==> config.mk <==
export PLATFORM = sky130hd
export DESIGN_NAME = mul_issue_ctrl
export DESIGN_NICKNAME = d
export VERILOG_FILES = /design/src/rtl/mul_pkg.sv /design/src/rtl/mul_result_fifo.sv /design/src/rtl/mul_issue_ctrl.sv
export SDC_FILE = /design/constraint.sdc
export NUM_CORES = 1
export LEC_CHECK = 0
export CAP_MARGIN = 30
export CORE_UTILIZATION = 55
export CTS_CLUSTER_SIZE = 25
export DETAILED_ROUTE_END_ITERATION = 7
export DONT_BUFFER_PORTS = 1
export PLACE_DENSITY = 0.79
export RECOVER_POWER = 100
export SETUP_SLACK_MARGIN = 0.3
export SYNTH_ARGS = -nofsm -noshare
export SYNTH_HDL_FRONTEND = slang
export SYNTH_HIERARCHICAL = 1
export SYNTH_SLANG_ARGS = --single-unit
==> constraint.sdc <==
create_clock -name clk -period 3.8 [get_ports clk]
set_clock_uncertainty 0.1 [all_clocks]
set_input_delay 0.38 -clock clk [delete_from_list [all_inputs] [get_ports clk]]
set_output_delay 0.38 -clock clk [all_outputs]
set_load 0.005 [all_outputs]
==> src/rtl/mul_pkg.sv <==
`default_nettype none
// +----------------------------------------------------------------------------+
// | mul_pkg: shared operation codes, core latency and high-word correction.     |
// | Optional feature macro: MUL_UNSIGNED_EN (unsigned high-word correction).    |
// | Revision: 1.0                                                               |
// +----------------------------------------------------------------------------+
package mul_pkg;

  typedef enum logic [1:0] {
    OP_MUL    = 2'b00,
    OP_MULH   = 2'b01,
    OP_MULHSU = 2'b10,
    OP_MULHU  = 2'b11
  } mul_op_e;

  localparam int MUL_CORE_LATENCY = 5;

`ifdef MUL_UNSIGNED_EN
  // Turns the signed core's high word into the unsigned / signed-unsigned one.
  function automatic logic [31:0] mul_hi_fix(input mul_op_e op, input logic [31:0] hi,
                                             input logic [31:0] a, input logic [31:0] b);
    logic [31:0] w_fix;
    case (op)
      OP_MULHU:  w_fix = (a[31] ? b : 32'd0) + (b[31] ? a : 32'd0);
      OP_MULHSU: w_fix = b[31] ? a : 32'd0;
      default:   w_fix = 32'd0;
    endcase
    return hi + w_fix;
  endfunction
`endif

endpackage
`default_nettype wire

==> src/rtl/mul_result_fifo.sv <==
`default_nettype none
// +----------------------------------------------------------------------------+
// | mul_result_fifo: synchronous FIFO with registered head, count, full, empty. |
// | Revision: 1.0                                                               |
// +----------------------------------------------------------------------------+
module mul_result_fifo #(
  parameter int WIDTH = 36,
  parameter int DEPTH = 8,
  localparam int PTR_W = (DEPTH > 1) ? $clog2(DEPTH) : 1,
  localparam int CNT_W = $clog2(DEPTH + 1)
) (
  input  logic             clk,
  input  logic             rst,
  input  logic             i_push,
  input  logic [WIDTH-1:0] i_data,
  input  logic             i_pop,
  output logic [WIDTH-1:0] o_head,
  output logic [CNT_W-1:0] o_count,
  output logic             o_full,
  output logic             o_empty
);

  logic [WIDTH-1:0] r_mem [DEPTH];
  logic [PTR_W-1:0] r_rd_ptr;
  logic [PTR_W-1:0] r_wr_ptr;
  logic [CNT_W-1:0] r_count;
  logic             w_do_push;
  logic             w_do_pop;

  // Wraps explicitly so DEPTH need not be a power of two.
  function automatic logic [PTR_W-1:0] next_ptr(input logic [PTR_W-1:0] p);
    return (p == PTR_W'(DEPTH - 1)) ? '0 : p + 1'b1;
  endfunction

  assign o_empty   = (r_count == '0);
  assign o_full    = (r_count == CNT_W'(DEPTH));
  assign o_count   = r_count;
  assign o_head    = r_mem[r_rd_ptr];
  assign w_do_pop  = i_pop && !o_empty;
  assign w_do_push = i_push && (!o_full || w_do_pop);

  always_ff @(posedge clk) begin
    if (rst) begin
      r_rd_ptr <= '0;
      r_wr_ptr <= '0;
      r_count  <= '0;
      for (int i = 0; i < DEPTH; i++) r_mem[i] <= '0;
    end else begin
      if (w_do_push) begin
        r_mem[r_wr_ptr] <= i_data;
        r_wr_ptr        <= next_ptr(r_wr_ptr);
      end
      if (w_do_pop) r_rd_ptr <= next_ptr(r_rd_ptr);
      case ({w_do_push, w_do_pop})
        2'b10:   r_count <= r_count + 1'b1;
        2'b01:   r_count <= r_count - 1'b1;
        default: r_count <= r_count;
      endcase
    end
  end

endmodule
`default_nettype wire

==> src/rtl/mul_issue_ctrl.sv <==
`default_nettype none
// +----------------------------------------------------------------------------+
// | mul_issue_ctrl: credit-based issue/writeback around a fixed-latency,        |
// | non-stalling multiplier core. Optional macro: MUL_UNSIGNED_EN.              |
// | Revision: 1.0                                                               |
// +----------------------------------------------------------------------------+
module mul_issue_ctrl
  import mul_pkg::*;
#(
  parameter int LATENCY = MUL_CORE_LATENCY,
  parameter int DEPTH   = 8,
  parameter int TAG_W   = 4
) (
  input  logic              clk,
  input  logic              rst,
  input  logic              in_valid,
  output logic              in_ready,
  input  logic [1:0]        in_op,
  input  logic [31:0]       in_a,
  input  logic [31:0]       in_b,
  input  logic [TAG_W-1:0]  in_tag,
  output logic [31:0]       mul_a,
  output logic [31:0]       mul_b,
  input  logic [63:0]       mul_result,
  output logic              out_valid,
  input  logic              out_ready,
  output logic [31:0]       out_data,
  output logic [TAG_W-1:0]  out_tag
);

  localparam int CNT_W = $clog2(DEPTH + 1);
  localparam int SUM_W = $clog2(DEPTH + LATENCY + 1);
  localparam int ENT_W = 32 + TAG_W;

  typedef struct packed {
    logic             vld;
    mul_op_e          op;
    logic [TAG_W-1:0] tag;
`ifdef MUL_UNSIGNED_EN
    logic [31:0]      a;
    logic [31:0]      b;
`endif
  } dl_entry_t;

  dl_entry_t        r_dl [LATENCY];
  dl_entry_t        w_stage0;
  dl_entry_t        w_last;
  logic             w_accept;
  logic [SUM_W-1:0] w_inflight;
  logic [31:0]      w_hi;
  logic [31:0]      w_word;
  logic             w_pop;
  logic [ENT_W-1:0] w_head;
  logic [CNT_W-1:0] w_fifo_count;
  logic             w_fifo_full;
  logic             w_fifo_empty;

  assign mul_a    = in_a;
  assign mul_b    = in_b;
  assign w_accept = in_valid && in_ready;

  always_comb begin
    w_stage0     = '0;
    w_stage0.vld = w_accept;
    w_stage0.op  = mul_op_e'(in_op);
    w_stage0.tag = in_tag;
`ifdef MUL_UNSIGNED_EN
    w_stage0.a   = in_a;
    w_stage0.b   = in_b;
`endif
  end

  always_ff @(posedge clk) begin
    if (rst) begin
      for (int i = 0; i < LATENCY; i++) r_dl[i] <= '0;
    end else begin
      r_dl[0] <= w_stage0;
      for (int i = 1; i < LATENCY; i++) r_dl[i] <= r_dl[i-1];
    end
  end

  // Every op still in the delay line already owns a FIFO slot.
  always_comb begin
    w_inflight = '0;
    for (int i = 0; i < LATENCY; i++) w_inflight = w_inflight + SUM_W'(r_dl[i].vld);
  end

  assign in_ready = (SUM_W'(w_fifo_count) + w_inflight) < SUM_W'(DEPTH);

  always_comb begin
    w_last = r_dl[LATENCY-1];
`ifdef MUL_UNSIGNED_EN
    w_hi   = mul_hi_fix(w_last.op, mul_result[63:32], w_last.a, w_last.b);
`else
    w_hi   = mul_result[63:32];
`endif
    w_word = (w_last.op == OP_MUL) ? mul_result[31:0] : w_hi;
  end

  assign w_pop = out_valid && out_ready;

  mul_result_fifo #(
    .WIDTH (ENT_W),
    .DEPTH (DEPTH)
  ) u_fifo (
    .clk     (clk),
    .rst     (rst),
    .i_push  (w_last.vld),
    .i_data  ({w_word, w_last.tag}),
    .i_pop   (w_pop),
    .o_head  (w_head),
    .o_count (w_fifo_count),
    .o_full  (w_fifo_full),
    .o_empty (w_fifo_empty)
  );

  assign out_valid = !w_fifo_empty;
  assign out_data  = w_head[TAG_W +: 32];
  assign out_tag   = w_head[TAG_W-1:0];

  a_no_overflow: assert property (@(posedge clk) disable iff (rst)
    !(w_last.vld && w_fifo_full && !w_pop));

endmodule
`default_nettype wire

==> flow_metrics.py <==
metrics = {
    "outcome": {
        "status": "finished clean",
    },
    "pwr": {
        "power_frac_comb_pct": 3.5,
        "p_leak_nw": 5.58,
        "power_density_nw_per_um2": 484,
        "p_int_mw": 6.28,
        "power.switching_mw": 1.60,
        "clkPwrFrac_pct": 43.9,
        "sw_frac_of_total_pct": 20.3,
        "ir_drop_uv": 334,
        "seq_power_share_pct": 52.6,
    },
    "placement": {
        "place_ws_ps": 546,
        "routabilityCongestion": 0.738,
        "place_hpwl_mm": 18.9,
        "portBuffers": 0,
    },
    "cts": {
        "htree_num_levels": 2,
        "postCtsSetupBuffers": 0,
        "insertion_delay_ps": 510,
        "cts.root.buffer_cell": "clkbuf_16",
        "cts_made_buffers": 35,
        "cts_tree": "yes",
        "clk_pin_slew_ps": 70,
        "cts_sinks": 336,
        "clk_path_buf_depth": 3,
    },
    "detailed_routing": {
        "wl_per_cell_um": 23.1,
        "vias": 8565,
        "postRouteAntennaNets": 0,
        "wl_mm": 33.1,
        "first_pass_iters": 5,
        "drt_iter0_markers": 862,
        "drc_errors": 0,
        "viasPerCell": 5.97,
    },
    "critical_path": {
        "cp_top_family": "buffers and inverters",
        "r2r_cells": 7,
        "critPathKind": "flop to flop",
        "cp_cell_sequence": "or3_4, nor2_1, nor2b_1, nand2b_1, o21a_1, a31o_2, clkbuf_1",
        "max_stage_delay_ps": 1010,
        "crit_arrival_ps": 3420,
        "slowest_stage": "clkbuf_1",
        "worst-path-buf-inv": 1,
        "r2r_slack_ps": 400,
        "r2r-end": "u_fifo/r_mem[3][24]$_SDFFCE_PN0P_",
        "critPathMaxFanout": 16,
        "critPathLaunchType": "flop",
        "timing.rr.start": "u_fifo/o_count[0]$_SDFFE_PP0P_",
        "end_kind": "flop",
        "cp.required_ps": 3820,
    },
    "floorplan": {
        "core_um2": 27100,
        "die_area_um2": 28500,
        "std_cell_rows": 60,
        "die_x_um": 169,
        "die_h_um": 169,
        "initial_core_util_pct": 56.4,
        "num_io_pins": 240,
    },
    "timing": {
        "timing.final.ws_setup_ps": 395,
        "drv_slew": 0,
        "max_freq_mhz": 294,
        "period_minus_slack_ps": 3400,
        "tightest_slew_ps": 1380,
        "finalSetupViolations": 0,
        "relSlewSlack_pct": 7.67,
        "tns_ps": 0,
        "rsz0062_at_grt": "false",
        "period_share_pct": 89.6,
        "hold_viol_final": 0,
    },
    "global_routing": {
        "grt_start_max_net_pins": 72,
        "grt-ovfl-total": 0,
        "grt_pass1_vias": 8846,
        "grtUsageTotal_pct": 23.8,
        "antenna_found_initial": 0,
        "grt_pass1_wl_mm": 50.8,
    },
    "layout": {
        "drive_gt1_share_pct": 19.7,
        "nets": 1188,
        "n_antenna_cell": 0,
        "area_delta_synth_final_pct": 6.54,
    },
    "flow_run": {
        "drv_cap": 0,
    },
    "synth": {
        "ys_warn_count": 6,
        "syn_area_per_cell_um2": 13.9,
        "synthCells": 1098,
        "synth.net_count": 1248,
        "synth_area_um2": 15300,
    },
    "hold_path": {
        "hold_class": "primary input to flop",
        "holdPathEnd": "u_fifo/r_wr_ptr[2]$_SDFFE_PP0P_",
        "hold_start": "rst",
        "whs_path_depth": 2,
    },
}
[worst register-to-register path, cell delays in order (launching register included)]
cell and delay, ps:
dfxtp_1 500, or3_4 210, nor2_1 50, nor2b_1 350, nand2b_1 180, o21a_1 360
a31o_2 250, clkbuf_1 1010
[state kept, by name, summed over array words and instances (netlist names), named ones only]
| signal | flops |
|---|---|
| u_fifo/r_rd_ptr | 3 |
| u_fifo/o_count | 4 |
| r_dl | 35 |
| u_fifo/r_mem | 288 |
| u_fifo/r_wr_ptr | 3 |
[final cells by class]
class | instances | area, um2
clock inverter | 17 | 185
timing repair buffer | 38 | 338
multi-input combinational | 622 | 4690
clock buffer | 44 | 966
fill | 1972 | 10800
inverter | 5 | 18.8
tap | 372 | 465
sequential | 336 | 9620
[worst max-delay path by stage]
stage                                         from                           endpoint  cells after the start
floorplan           u_fifo/o_count[0]$_SDFFE_PP0P_   u_fifo/r_mem[7][0]$_SDFFCE_PN0P_                      8
finish              u_fifo/o_count[0]$_SDFFE_PP0P_  u_fifo/r_mem[3][24]$_SDFFCE_PN0P_                      7
global route        u_fifo/o_count[0]$_SDFFE_PP0P_  u_fifo/r_mem[6][23]$_SDFFCE_PN0P_                      8
detailed placement  u_fifo/o_count[0]$_SDFFE_PP0P_     u_fifo/o_count[3]$_SDFFE_PP0P_                     11
global placement    u_fifo/o_count[0]$_SDFFE_PP0P_     u_fifo/o_count[3]$_SDFFE_PP0P_                     11
CTS                 u_fifo/o_count[0]$_SDFFE_PP0P_                           in_ready                      6
[power by group through the flow]
stage,Clock (mW),Combinational (mW),Sequential [mW]
4_1_cts,3.50,0.288,4.14
3_3_place_gp,0,0.268,4.21
5_1_grt,3.63,0.293,4.15
6_report,3.46,0.277,4.14
2_1_floorplan,0,0.234,4.20
3_5_place_dp,0,0.272,4.21
[cell usage in the layout (no fill, tap or decap), drive strengths merged, types with 2 or more instances in the layout]
master         n
a21oi          8
buf           14
or3            5
clkinv        10
and2b         22
and2           3
ha             9
or3b           2
nand2b         2
fa             3
nor2b         17
xnor2          3
nand3b         3
clkbuf        61
a31o           5
dlygate4sd3    7
a211oi         2
bufinv         4
inv            8
mux2          68
edfxtp       288
a21o           3
mux4          72
nor2         294
o21ai          3
dfxtp         48
nand3          3
nand2         80
mux2i          3
[what timing repair did]
action	4_1_cts	5_1_grt
hold buffers	8	0
resized for setup	0	1
endpoints found under the hold margin	48	0
setup endpoints to repair	0	1
[layer usage]
layer	part of all wire [%]	vias up	global-route usage [%]
li1	-	3745	-
met1	38	4319	29.8
met2	51	416	41.1
met3	7.9	85	4.93
met4	3.0	0	8.85
met5	0	-	0
[through the flow]
step / total power [mW] / cell area [um2] / std cells / utilization [%] / hold WS, ps
after floorplan: 4.44 / 15300 / 1098 / - / 311
after global placement: 4.47 / 15100 / 1365 / 55.8 / 315
after detailed placement: 4.49 / 15100 / 1365 / 55.8 / 318
after CTS: 7.93 / 16400 / 1434 / 60.4 / 33.2
after global routing: 8.08 / 16300 / 1434 / 60.1 / 55.4
final: 7.88 / 16300 / 1434 / 60.1 / 51.8
No activity file was read; power rests on OpenSTA's default activity.
